File: src/rtl/bus_arb_pkg.sv
// Shared types and constants for the round-robin bus arbiter.
package bus_arb_pkg;

    // Arbiter FSM encoding.
    typedef enum logic [2:0] {
        StIdle      = 3'd0,
        StGrant     = 3'd1,
        StWaitBegin = 3'd2,
        StActive    = 3'd3,
        StRelease   = 3'd4
    } arbState_e;

    localparam int unsigned DEFAULT_NUM_MASTERS   = 4;
    localparam int unsigned DEFAULT_BEGIN_TIMEOUT = 16;
    localparam int unsigned DEFAULT_WATCHDOG      = 1024;

    // Counter width: one bit more than needed so the larger limit itself is representable.
    function automatic int unsigned cntWidth(input int unsigned a, input int unsigned b);
        int unsigned m;
        m = (a > b) ? a : b;
        return $clog2(m) + 1;
    endfunction

endpackage

File: src/rtl/bus_arbiter_rr_if.sv
// Shared-bus arbitration signals between the requesting masters and the arbiter.
interface bus_arbiter_rr_if
    import bus_arb_pkg::*;
#(
    parameter int unsigned NUM_MASTERS = DEFAULT_NUM_MASTERS
);

    localparam int unsigned IdxW = $clog2(NUM_MASTERS);

    logic [NUM_MASTERS-1:0] requestTransaction;
    logic [NUM_MASTERS-1:0] transactionGranted;
    logic                   beginTransactionIn;
    logic                   endTransactionIn;
    logic                   busErrorIn;
    logic                   busErrorOut;
    logic                   endTransactionOut;
    logic [IdxW-1:0]        busOwner;
    logic                   busBusy;

    // Arbiter side.
    modport slave (
        input  requestTransaction,
        input  beginTransactionIn,
        input  endTransactionIn,
        input  busErrorIn,
        output transactionGranted,
        output busErrorOut,
        output endTransactionOut,
        output busOwner,
        output busBusy
    );

    // Requester / bus-agent side.
    modport master (
        output requestTransaction,
        output beginTransactionIn,
        output endTransactionIn,
        output busErrorIn,
        input  transactionGranted,
        input  busErrorOut,
        input  endTransactionOut,
        input  busOwner,
        input  busBusy
    );

endinterface

File: src/rtl/rr_priority_sel.sv
// Combinational round-robin picker: first set request at or after startPtr, wrapping.
module rr_priority_sel
    import bus_arb_pkg::*;
#(
    parameter int unsigned NUM_MASTERS = DEFAULT_NUM_MASTERS,
    localparam int unsigned IdxW = $clog2(NUM_MASTERS)
) (
    input  logic [NUM_MASTERS-1:0] request,
    input  logic [IdxW-1:0]        startPtr,
    output logic [IdxW-1:0]        winner,
    output logic                   valid
);

    logic [IdxW-1:0] idx;

    // Scan requests in rotated order; the first hit wins and later hits are ignored.
    always_comb begin
        winner = '0;
        valid  = 1'b0;
        idx    = '0;
        for (int i = 0; i < int'(NUM_MASTERS); i++) begin
            idx = IdxW'((int'(startPtr) + i) % int'(NUM_MASTERS));
            if (!valid && request[idx]) begin
                valid  = 1'b1;
                winner = idx;
            end
        end
    end

endmodule

File: src/rtl/bus_arbiter_rr.sv
// Round-robin shared-bus arbiter with begin timeout and transaction watchdog.
module bus_arbiter_rr
    import bus_arb_pkg::*;
#(
    parameter int unsigned NUM_MASTERS   = DEFAULT_NUM_MASTERS,
    parameter int unsigned BEGIN_TIMEOUT = DEFAULT_BEGIN_TIMEOUT,
    parameter int unsigned WATCHDOG      = DEFAULT_WATCHDOG
) (
    input logic             clock,
    input logic             reset,
    bus_arbiter_rr_if.slave bus
);

    localparam int unsigned IdxW = $clog2(NUM_MASTERS);
    localparam int unsigned CntW = cntWidth(BEGIN_TIMEOUT, WATCHDOG);

    localparam logic [IdxW-1:0] LastIdx    = IdxW'(NUM_MASTERS - 1);
    localparam logic [CntW-1:0] BeginLimit = CntW'(BEGIN_TIMEOUT);
    localparam logic [CntW-1:0] WatchLimit = CntW'(WATCHDOG);

    arbState_e       stateQ, stateD;
    logic [IdxW-1:0] ownerQ, ownerD;
    logic [IdxW-1:0] lastOwnerQ, lastOwnerD;
    logic [CntW-1:0] cntQ, cntD;
    logic [CntW-1:0] cntInc;
    logic [IdxW-1:0] startPtr;
    logic [IdxW-1:0] winner;
    logic            winnerValid;
    logic            watchdogHit;

    // Round-robin search begins one past the previous owner, wrapping at the top index.
    assign startPtr = (lastOwnerQ == LastIdx) ? '0 : lastOwnerQ + 1'b1;

    // Saturating increment so a stuck state can never wrap the counter back into range.
    assign cntInc = (cntQ == '1) ? cntQ : cntQ + 1'b1;

    // Counter holds cycles spent in ACTIVE; reaching the limit is itself the timeout cycle.
    assign watchdogHit = (stateQ == StActive) && (cntQ >= WatchLimit);

    rr_priority_sel #(
        .NUM_MASTERS(NUM_MASTERS)
    ) uSel (
        .request (bus.requestTransaction),
        .startPtr(startPtr),
        .winner  (winner),
        .valid   (winnerValid)
    );

    // State, owner, round-robin pointer and timeout counter registers.
    always_ff @(posedge clock or negedge reset) begin
        if (!reset) begin
            stateQ     <= StIdle;
            ownerQ     <= '0;
            lastOwnerQ <= LastIdx;
            cntQ       <= '0;
        end else begin
            stateQ     <= stateD;
            ownerQ     <= ownerD;
            lastOwnerQ <= lastOwnerD;
            cntQ       <= cntD;
        end
    end

    // Next-state logic; bus strobes are only looked at in WAIT_BEGIN and ACTIVE.
    always_comb begin
        stateD     = stateQ;
        ownerD     = ownerQ;
        lastOwnerD = lastOwnerQ;
        cntD       = cntQ;
        unique case (stateQ)
            StIdle: begin
                if (winnerValid) begin
                    stateD = StGrant;
                    ownerD = winner;
                    cntD   = '0;
                end
            end
            StGrant: begin
                // Counter then equals cycles elapsed since the grant cycle.
                stateD = StWaitBegin;
                cntD   = cntInc;
            end
            StWaitBegin: begin
                if (bus.beginTransactionIn) begin
                    stateD = StActive;
                    cntD   = '0;
                end else if (cntQ >= BeginLimit) begin
                    // Grant forfeited silently; no error strobe.
                    stateD = StRelease;
                end else begin
                    cntD = cntInc;
                end
            end
            StActive: begin
                // Timeout cycle wins over a late end so the generated strobes stay one clean pulse.
                if (watchdogHit) begin
                    stateD = StRelease;
                end else if (bus.endTransactionIn || bus.busErrorIn) begin
                    stateD = StRelease;
                end else begin
                    cntD = cntInc;
                end
            end
            StRelease: begin
                stateD     = StIdle;
                lastOwnerD = ownerQ;
                cntD       = '0;
            end
            default: begin
                stateD = StIdle;
            end
        endcase
    end

    // Outputs decode straight from registered state, so they cannot glitch on bus inputs.
    always_comb begin
        bus.transactionGranted = '0;
        if (stateQ == StGrant) begin
            bus.transactionGranted[ownerQ] = 1'b1;
        end
        bus.busOwner          = ownerQ;
        bus.busBusy           = (stateQ != StIdle);
        bus.busErrorOut       = watchdogHit;
        bus.endTransactionOut = watchdogHit;
    end

    // Only one grant may ever be visible.
    assert property (@(posedge clock) disable iff (!reset) $onehot0(bus.transactionGranted));

    // Arbiter-generated strobes always travel together.
    assert property (@(posedge clock) disable iff (!reset)
        bus.busErrorOut == bus.endTransactionOut);

    // Generated strobes never outlast a single cycle.
    assert property (@(posedge clock) disable iff (!reset)
        bus.busErrorOut |=> !bus.busErrorOut);

endmodule

File: src/flat_wrapper.sv
// flat-port wrapper written by rule: the top's interface ports become plain ports
module bus_arbiter_rr_flat import bus_arb_pkg::*;
#(
    parameter int unsigned NUM_MASTERS   = DEFAULT_NUM_MASTERS,
    parameter int unsigned BEGIN_TIMEOUT = DEFAULT_BEGIN_TIMEOUT,
    parameter int unsigned WATCHDOG      = DEFAULT_WATCHDOG
)
  (clock, reset, bus_requestTransaction, bus_beginTransactionIn, bus_endTransactionIn, bus_busErrorIn, bus_transactionGranted, bus_busErrorOut, bus_endTransactionOut, bus_busOwner, bus_busBusy);
  bus_arbiter_rr_if #(.NUM_MASTERS(NUM_MASTERS)) bus_i ();
  input logic clock;
  input logic reset;
  input wire logic [$bits(bus_i.requestTransaction)-1:0] bus_requestTransaction;
  input wire logic [$bits(bus_i.beginTransactionIn)-1:0] bus_beginTransactionIn;
  input wire logic [$bits(bus_i.endTransactionIn)-1:0] bus_endTransactionIn;
  input wire logic [$bits(bus_i.busErrorIn)-1:0] bus_busErrorIn;
  output wire logic [$bits(bus_i.transactionGranted)-1:0] bus_transactionGranted;
  output wire logic [$bits(bus_i.busErrorOut)-1:0] bus_busErrorOut;
  output wire logic [$bits(bus_i.endTransactionOut)-1:0] bus_endTransactionOut;
  output wire logic [$bits(bus_i.busOwner)-1:0] bus_busOwner;
  output wire logic [$bits(bus_i.busBusy)-1:0] bus_busBusy;
  assign bus_i.requestTransaction = bus_requestTransaction;
  assign bus_i.beginTransactionIn = bus_beginTransactionIn;
  assign bus_i.endTransactionIn = bus_endTransactionIn;
  assign bus_i.busErrorIn = bus_busErrorIn;
  assign bus_transactionGranted = bus_i.transactionGranted;
  assign bus_busErrorOut = bus_i.busErrorOut;
  assign bus_endTransactionOut = bus_i.endTransactionOut;
  assign bus_busOwner = bus_i.busOwner;
  assign bus_busBusy = bus_i.busBusy;
  bus_arbiter_rr #(.NUM_MASTERS(NUM_MASTERS), .BEGIN_TIMEOUT(BEGIN_TIMEOUT), .WATCHDOG(WATCHDOG)) u_core (.clock(clock), .reset(reset), .bus(bus_i));
endmodule
File: config.mk
export PLATFORM = sky130hd
export DESIGN_NAME = bus_arbiter_rr_flat
export DESIGN_NICKNAME = d
export VERILOG_FILES = /design/src/rtl/bus_arb_pkg.sv /design/src/rtl/bus_arbiter_rr_if.sv /design/src/rtl/rr_priority_sel.sv /design/src/rtl/bus_arbiter_rr.sv /design/src/flat_wrapper.sv
export SDC_FILE = /design/constraint.sdc
export NUM_CORES = 1
export LEC_CHECK = 0
export ABC_AREA = 1
export CAP_MARGIN = 5
export CORE_MARGIN = 4
export CORE_UTILIZATION = 50
export CTS_CLUSTER_SIZE = 28
export DETAILED_ROUTE_END_ITERATION = 10
export GPL_ROUTABILITY_DRIVEN = 0
export MAX_ROUTING_LAYER = met4
export PLACE_DENSITY = 0.76
export RECOVER_POWER = 25
export SYNTH_ARGS = -nofsm -noshare
export SYNTH_HDL_FRONTEND = slang
export SYNTH_SLANG_ARGS = --single-unit
File: constraint.sdc
create_clock -name clock -period 2.8 [get_ports clock]
set_input_delay 0.56 -clock clock [delete_from_list [all_inputs] [get_ports clock]]
set_output_delay 0.56 -clock clock [all_outputs]
set_load 0.1 [all_outputs]
Word-level counts from Yosys, hierarchy flattened
Index checks and enable logic that the tools add are counted.

Flip-flop bits (word level): 18. Bits in latches: 0. RAM bits: 0. Memory bits (read-only): 0. Input port bits: 9. Output and inout bits: 9. Word-level logic and storage cells: 77. Memories: 0.

Add/sub/neg operators: 5. $mul: 0. Divide/modulo/power cells: 0. Order comparisons: 8. Eq/ne operators: 12. Shift operators: 0. Multiplexer cells: 33. Bitwise logic cells: 0. Reduce and logical (&&, ||, !) cells: 15.

Operators with widths (number): 11-bit 2-to-1 mux (6); 11-bit one-hot mux with 5 select lines (1); 2-bit by 3-bit < comparator with 1-bit output (second input constant) (5); 3-bit 2-to-1 mux (5); 3-bit one-hot mux with 4 select lines (1); 11-bit by 1-bit adder with 11-bit output (second input constant) (1); 11-bit equality test (second input constant) (1); 11-bit >= comparator (second input constant) (1); 11-bit by 5-bit >= comparator with 1-bit output (second input constant) (1); 2-bit 2-to-1 mux (5); 1-bit 2-to-1 mux (9); 1-bit binary-select mux with 2-bit select (4); 3-bit by 2-bit equality test with 1-bit output (second input constant) (2); 2-bit inequality test (second input constant) (3); 3-bit inequality test (second input constant) (2); 1-bit logical AND (5); 5-bit AND reduction (1); 5-bit nonzero test (1); 2-bit by 1-bit adder with 2-bit output (second input constant) (2); 2-bit adder (second input constant) (2); 4-bit 2-to-1 mux (1); 3-bit by 1-bit equality test with 1-bit output (second input constant) (1); 3-bit equality test (second input constant) (1); 1-bit logical NOT (3); other kinds (9) (9).

Depth between registers and ports, before layout
Gate-level depths: netlist of the first run.

Depth in word-level cells: 16. Mapped depth: 13. Depth with buffers taken out: 12.

By module
Synthesis of the first run repeated with hierarchy kept, for this count alone.

Cells, all modules: 235. Area total of the unflattened synthesis: 1527.7 um^2.

Modules (own cells, without submodules): bus_arbiter_rr (instances 1, cells an instance 176, area each 1208.7 um^2, seq. area each 452.9 um^2); rr_priority_sel (instances 1, cells an instance 59, area each 319.1 um^2, seq. area each 0.0 um^2).

Worst setup path before layout of the first run
OpenSTA, ideal clock, no wires.

Kind: reg2out. Start point: reg u_core.ownerQ[1], in the netlist u_core.bus.busOwner[1]. End point: out bus_transactionGranted[2]. Data arrival time: 3.221 ns. Required time: 2.240 ns. Path slack: -0.981 ns. Stages on the path, launching flop included: 3. Buffers on the path: 0. Cell sequence: dfrtp_1 inv_1 nor3_1.

Cells in the longest elaborated chain, start to end: 5. Elaborated cells between the ends (all ways): 6. Those cells by class: order compare: 2; mux: 3; reduce/logical: 1.

RTL lines: start: declaration (RTL line bus_arbiter_rr.sv:22) `logic [IdxW-1:0] ownerQ, ownerD;`; start signal: assignment (RTL line bus_arbiter_rr.sv:58) `ownerQ <= ownerD;`; 2-bit by 3-bit < comparator with 1-bit output (not written as such) / 2-bit by 1-bit >= comparator with 1-bit output (equally long branches) (RTL line bus_arbiter_rr.sv:119) `bus.transactionGranted[ownerQ] = 1'b1;`; 1-bit logical AND (not written as such) (RTL line bus_arbiter_rr.sv:119); 1-bit 2-to-1 mux (not written as such) (RTL line bus_arbiter_rr.sv:119); 1-bit demux with 2-bit select *; 4-bit 2-to-1 mux * (RTL line bus_arbiter_rr.sv:118) `if (stateQ == StGrant) begin`; end: declaration (RTL line flat_wrapper.sv:16) `output wire logic [$bits(bus_i.transactionGranted)-1:0] bus_transactionGranted;`.

Every way passes the cells marked *; elsewhere a longest branch is shown, timed or not.

Final worst setup path of the first run
Start point: reg u_core.stateQ[2]. End point: out bus_transactionGranted[0].

Cells in the longest elaborated chain, start to end: 2.

RTL lines: start: declaration (RTL line bus_arbiter_rr.sv:21) `arbState_e stateQ, stateD;`; start signal: assignment (RTL line bus_arbiter_rr.sv:52) `stateQ <= StIdle;`; start signal: assignment (RTL line bus_arbiter_rr.sv:57) `stateQ <= stateD;`; 3-bit by 1-bit equality test with 1-bit output (RTL line bus_arbiter_rr.sv:118); 4-bit 2-to-1 mux (RTL line bus_arbiter_rr.sv:118).

No other way between the ends.

==> out/metrics.yaml, run 1 <==
cts_root_buf: "clkbuf_4"
drc: 0
grt_pass1_vias: 1424
cp.required_ns: 2.24
fillers: 312
leakage_nw: 0.914
clk_path_buf_depth: 2
synth_top_family_by_area: "simple AND/OR/NAND/NOR gates"
chipHeight_um: 64.4
crit_path_cell_trace: "inv_2 -> nand2_1 -> nor2_1 -> inv_1 -> nor3_2 -> buf_4"
synth_compound_area_share_pct: 6.60
synth_seq_cells: 18
fin_util_pct: 60.0
crit_path_end_kind: "primary output"
synth_xor_area_share_pct: 3.30
fin_setup_tns_ns: 0
status: "finished, final reports clean"
syn2layout_area_growth_pct: 15.1
crit_path_top_delay_cell: "dfrtp_1"
crit_end: "bus_transactionGranted[0]"
fp.coreArea_um2: 3050
postRouteAntennaNets: 0
max_freq_mhz: 467
fp.dieArea_um2: 4150
cp_slowest_stage_delay_ns: 0.44
timing.final.crit_share_pct: 76.5
cp-startpoint: "u_core.stateQ[2]"
vias_per_cell: 5.16
grt_pass1_wl_mm: 6.36
finalNetCount: 281
grt_overflow_total: 0
row_count: 20
synthAdderAreaFrac_pct: 1.57
r2r_end: "u_core.cntQ[0]"
clkLatencyLatePin_ns: 0.30
setup_viol: 0
grt_usage_pct: 19.2
numClockSinks: 18
drv_cap: 0
power_density_nw_per_um2: 1040
drive_above_1_share_pct: 17.5
cts-htree-levels: 1
peakVddDrop_v: 0.000877
period_minus_slack_ns: 2.14
yosys_warnings: 0
reg2reg_from: "u_core.lastOwnerQ[0]"
ios: 18
ctsHoldBuffers: 0
io_buffers: 17
post_cts_resized: 0
tightest_slew_ns: 0.794
syn-num-nets: 262
cts_buffers: 3
reg2reg_slack_ns: 0.74
routed-via-count: 1614
worst-path-max-fanout: 5
synthSimpleGateAreaFrac_pct: 51.6
grt_max_degree: 19
die_x_um: 64.4
dpl.hpwl_mm: 2.80
r2r_cells: 11
diodes: 0
rsz0062_at_grt: "false"
antenna_found_initial: 0
seq_area_frac_synth_pct: 28.5
syn_area_um2: 1590
synth.area.mux_share_pct: 0
crit_arrival_ns: 1.58
first_pass_iters: 4
clkTransAtPathRegs_ns: 0.09
drt-wirelength-per-cell_um: 11.5
cp-start-kind: "register"
relSlewSlack_pct: 46.9
hold_viol_final: 0
drt-total-wl_mm: 3.59
skew_ns: 0.00747
cts_tree: "yes"
slew_viol_final: 0
yosysUniqueCellTypes: 27
detailedRoute.firstIterationViolations: 186
cts_setup_buffers: 0
syn-instance-count: 251
hp-class: "register to register"
avgSynthCellArea_um2: 6.34
worstSetupPathType: "register to primary output"
initial_core_util_pct: 52.1
==> how the worst min path moves through the flow <==
stage / startpoint / end / slack, ns / cells past startpoint
finish: u_core.lastOwnerQ[1] / u_core.lastOwnerQ[1] / 0.51 / 2
global route: u_core.lastOwnerQ[1] / u_core.lastOwnerQ[1] / 0.55 / 2
CTS: u_core.lastOwnerQ[1] / u_core.lastOwnerQ[1] / 0.52 / 2
detailed placement: u_core.lastOwnerQ[1] / u_core.lastOwnerQ[1] / 0.51 / 2
global placement: u_core.lastOwnerQ[1] / u_core.lastOwnerQ[1] / 0.49 / 2
floorplan: reset / u_core.bus.busOwner[0] / 0.26 / 0
==> area by class of cell <==
type | instances | area [µm²] | area share, %
Multi-Input combinational cell | 203 | 1030 | 56.5
Timing Repair Buffer | 18 | 155 | 8.47
Clock buffer | 4 | 36.3 | 1.98
Sequential cell | 18 | 453 | 24.7
Inverter | 26 | 97.6 | 5.33
Tap cell | 44 | 55.1 | 3.01
==> flip-flops by register name, indices dropped and copies added (netlist names) <==
name / cells
u_core.bus.busOwner: 2
u_core.cntQ: 11
u_core.lastOwnerQ: 2
u_core.stateQ: 3
==> metal layers <==
layer	GRT usage, %	vias to the layer above	share of wire [%]
li1	-	843	-
met3	3.64	8	4.3
met5	-	-	0
met4	4.75	0	1.3
met2	28.7	44	44
met1	27.0	719	50
==> logic make-up after synthesis <==
logic type	count (synthesis)
fa+ha+maj	2
flops	18
simple gates	176
compound gates	19
xor+xnor	6
buf+inv	30
==> cell usage in the layout, fill, tap and decap left out <==
| cell type | count |
|---|---|
| nor3_2 | 4 |
| xor2_1 | 4 |
| nand2_1 | 94 |
| dlygate4sd3_1 | 1 |
| clkbuf_4 | 3 |
| or2_0 | 1 |
| nand4_1 | 6 |
| nor2_2 | 4 |
| ha_1 | 2 |
| xnor2_1 | 2 |
| nand2_4 | 1 |
| nor3_1 | 1 |
| inv_1 | 21 |
| clkdlybuf4s50_1 | 7 |
| nor3_4 | 1 |
| nand2_2 | 13 |
| inv_2 | 4 |
| o31ai_1 | 1 |
| nor2_4 | 2 |
| o21bai_1 | 1 |
| clkbuf_8 | 1 |
| buf_4 | 10 |
| a21oi_1 | 8 |
| clkinv_1 | 1 |
| dfrtp_1 | 16 |
| nand3_4 | 1 |
| o21ai_0 | 7 |
| nand3_1 | 31 |
| o211ai_1 | 2 |
| nand4_4 | 1 |
| dfstp_2 | 2 |
| nor2_1 | 16 |
==> critical path, delay by kind of cell (launching register included) <==
| family | cells | cell delay (ns) |
|---|---|---|
| simple gates | 3 | 0.33 |
| buf+inv | 3 | 0.53 |
| flops | 1 | 0.44 |
==> where the power goes <==
group | switching (mW) | internal, mW
Sequential | 0.0819 | 0.328
Clock | 0.0792 | 0.0793
Combinational | 0.969 | 0.368
Total | 1.13 | 0.776
==> synthesized netlist by cell type <==
cell | n | area, µm²
nand4_4 | 1 | 21.3
nor2_1 | 16 | 60.1
a21oi_1 | 8 | 40.0
nand2_4 | 1 | 11.3
o31ai_1 | 1 | 7.51
xnor2_1 | 2 | 17.5
or2_0 | 1 | 6.26
inv_1 | 21 | 78.8
dfstp_2 | 2 | 52.6
clkinv_1 | 1 | 3.75
buf_6 | 2 | 22.5
o211ai_1 | 2 | 15.0
buf_4 | 2 | 15.0
o21ai_0 | 7 | 35.0
o21bai_1 | 1 | 7.51
ha_1 | 2 | 25.0
nor2_2 | 4 | 25.0
nand4_1 | 6 | 37.5
nor2_4 | 2 | 22.5
nand2_2 | 13 | 81.3
nand2_1 | 94 | 353
nor3_1 | 6 | 30.0
nand3_1 | 31 | 155
inv_2 | 4 | 15.0
dfrtp_1 | 16 | 400
xor2_1 | 4 | 35.0
nand3_4 | 1 | 17.5
==> through the flow <==
step | cells | hold slack (ns) | instance area (µm²) | power, mW | setup slack, ns
3_3_place_gp | 309 | 0.493 | 1800 | 1.75 | 0.660
3_5_place_dp | 309 | 0.505 | 1800 | 1.75 | 0.647
2_1_floorplan | 251 | 0.264 | 1620 | 1.54 | -0.257
6_report | 313 | 0.513 | 1830 | 1.91 | 0.659
5_1_grt | 313 | 0.546 | 1830 | 2.09 | 0.484
4_1_cts | 313 | 0.521 | 1830 | 1.91 | 0.647
Note: power is estimated with default switching activity, not from simulation.
==> inputs of run 2 (changes only) <==
Settings changed: PLACE_DENSITY 0.76 to 0.79.
Clock period 2.8 ns to 1.8 ns, I/O delays scaled along.
==> run 2 against run 1 <==
Against the previous run:
- the run now ends with setup timing left
- worst setup slack worse by 0.69 ns
- clock-buffer cell count stayed put
- cell area is 22% higher
- hold slack better by 0.014 ns
- via count is 10% higher
- sequential cell count stayed put
- sequential power is 70% higher
- total power is 100% higher
- combinational power is 120% higher
- routed wire length is 21% higher
- non-clock buffer count is 20 higher
- largest cell class unchanged
- largest power group unchanged
==> out/metrics.yaml, run 2 (synthesis results as in run 1) <==
status: "finished, violations left"
violations: "setup timing"
vias_per_cell: 5.33  # +3.4%
routed-via-count: 1775  # +10%
worstSetupPathType: "register to primary output"
clkLatencyLatePin_ns: 0.31  # about the same
skew_ns: 0.00482  # -0.00265 ns
final_common_cell: "nand2_1"
relSlewSlack_pct: 32.0  # -15 points
cts_buffers: 3  # unchanged
clkTransAtPathRegs_ns: 0.12  # +0.03 ns
grt_usage_pct: 22.7  # +3.4 points
post-place-ws_ns: -0.0781  # -0.726 ns
hp-class: "register to register"
worst-path-max-fanout: 5  # unchanged
largest_register: "u_core.cntQ"
crit_arrival_ns: 1.47  # -0.11 ns
row_count: 20  # unchanged
syn2layout_area_growth_pct: 40.2
cp_slowest_stage_delay_ns: 0.44  # about the same
drc: 0  # unchanged
fp.coreArea_um2: 3050  # unchanged
finalNetCount: 301  # +7.1%
layout_setup_ws_ns: -0.0270  # -0.686 ns
power_density_nw_per_um2: 1730  # +66%
initial_core_util_pct: 52.1  # unchanged
critPathTopFamily: "flip-flops"
cp-startpoint: "u_core.stateQ[2]"
rsz0062_at_grt: "true"
fp.dieArea_um2: 4150  # unchanged
drive_above_1_share_pct: 32.5  # +15 points
final_cell_mix: "81 x nand2_1, 28 x nand3_1, 24 x nand2_2"
grt_pass1_wl_mm: 7.36  # +16%
p_comb_share_pct: 74.9  # +4.8 points
whs_ns: 0.527  # +0.0136 ns
numClockSinks: 18  # unchanged
largest_register_ffs: 11  # unchanged
reg2reg_slack_ns: 0.02  # -0.72 ns
swShare_pct: 56.0  # -3.3 points
grt_max_degree: 19  # unchanged
max_freq_mhz: 547
cts_tree: "yes"
drt-total-wl_mm: 4.33  # +21%
seqPwrFrac_pct: 18.1  # -3.4 points
grt_overflow_total: 0  # unchanged
critPathBufInv: 3  # unchanged
die_x_um: 64.4  # unchanged
leakage_nw: 1.05  # +15%
peakVddDrop_v: 0.00134  # +53%
cts_root_buf: "clkbuf_4"
clk_path_buf_depth: 2  # unchanged
io_buffers: 17  # unchanged
period_minus_slack_ns: 1.83
r2r_cells: 11  # unchanged
fillers: 239  # -23%
switchingPower_mw: 2.16  # +91%
setup_viol: 4  # +4
multi_input_area_um2: 1140  # +11%
reg_top3: "u_core.cntQ (11), u_core.stateQ (3)"
drt-wirelength-per-cell_um: 13.0  # +13%
seq_area_um2: 464  # +2.5%
crit_path_top_delay_cell: "dfrtp_2"
reg2reg_from: "u_core.lastOwnerQ[1]"
timing.final.crit_share_pct: 102
crit_end: "bus_transactionGranted[3]"
crit_path_cell_trace: "inv_2 -> nand2_4 -> nor2_4 -> clkinv_4 -> nor3_4 -> buf_12"
r2r_end: "u_core.cntQ[5]"
clkPwrFrac_pct: 7.0  # -1.3 points
postRouteAntennaNets: 0  # unchanged
grt_pass1_vias: 1607  # +13%
crit_path_end_kind: "primary output"
tightest_slew_ns: 1.02  # +0.226 ns
diodes: 0  # unchanged
ctsHoldBuffers: 0  # unchanged
chipHeight_um: 64.4  # unchanged
ios: 18  # unchanged
cp-start-kind: "register"
internal_power_mw: 1.70  # +120%
first_pass_iters: 4  # unchanged
antenna_found_initial: 0  # unchanged
fin_setup_tns_ns: -0.0667  # -0.0667 ns
slew_viol_final: 0  # unchanged
hold_viol_final: 0  # unchanged
cp.required_ns: 1.44  # -0.80 ns
drv_cap: 0  # unchanged
cts-htree-levels: 1  # unchanged
detailedRoute.firstIterationViolations: 124  # -33%
power.total_mw: 3.86  # +100%
crit_cells: 6  # unchanged
dpl.hpwl_mm: 3.07  # +9.8%
run 2: cell count changes in the layout (fill, tap and decap cells not counted), moves of 4 or more:
| cell | change |
|---|---|
| nor3_4 | +4 |
| buf_4 | +8 |
| buf_12 | +9 |
| nand2_2 | +11 |
| nor3_2 | -4 |
| nand2_1 | -13 |
| dfrtp_1 | -5 |
run 2: worst min path at each step:
stage,cells past startpoint,endpoint,from
after floorplan,0,u_core.cntQ[0],reset
after global placement,2,u_core.cntQ[10],u_core.cntQ[10]
after detailed placement,2,u_core.cntQ[10],u_core.cntQ[10]
after CTS,2,u_core.cntQ[10],reset
after global routing,2,u_core.lastOwnerQ[1],u_core.lastOwnerQ[1]
final,2,u_core.lastOwnerQ[1],u_core.lastOwnerQ[1]
run 2: power groups by stage:
stage | clock, mW | sequential [mW] | combinational [mW]
4_1_cts | 0.264 | 0.684 | 2.65
6_report | 0.270 | 0.698 | 2.89
3_5_place_dp | 0 | 0.682 | 2.56
2_1_floorplan | 0 | 0.821 | 1.70
5_1_grt | 0.282 | 0.711 | 3.12
3_3_place_gp | 0 | 0.681 | 2.50
run 2: area by class of cell:
| cell class | instances | area share, % |
|---|---|---|
| Inverter | 26 | 4.94 |
| Timing Repair Buffer | 38 | 18.9 |
| Multi-Input combinational cell | 203 | 51.3 |
| Tap cell | 44 | 2.47 |
| Clock buffer | 4 | 1.63 |
| Sequential cell | 18 | 20.8 |
run 2: through the flow:
| stage | instances | utilization (%) | instance area, µm² |
|---|---|---|---|
| finish | 333 | 73.1 | 2230 |
| floorplan | 251 | - | 1690 |
| CTS | 331 | 70.7 | 2160 |
| global placement | 324 | 68.0 | 2080 |
| global route | 333 | 73.1 | 2230 |
| detailed placement | 324 | 68.0 | 2080 |
run 2: timing repair:
action	in CTS	in global routing
pin swaps	3	3
endpoints found under the setup margin	15	22
buffers inserted	3	3
gates resized for setup	7	22
run 2: worst register-to-register path, stage by stage, from the launching register on:
cell and delay, ns:
dfstp_2 0.58, ha_4 0.15, nor2_4 0.07, nand2_1 0.06, nand2_1 0.10, nand2_2 0.10, nand2_2 0.08, nor2_4 0.12
nand4_4 0.14, buf_6 0.18, nand3_1 0.06, nand2_1 0.06
run 2: per-layer routing:
layer	track usage (%)	share of wire (%)
met1	29.2	42
met2	38.0	50
met3	2.43	6.4
met4	6.33	1.8
met5	-	0
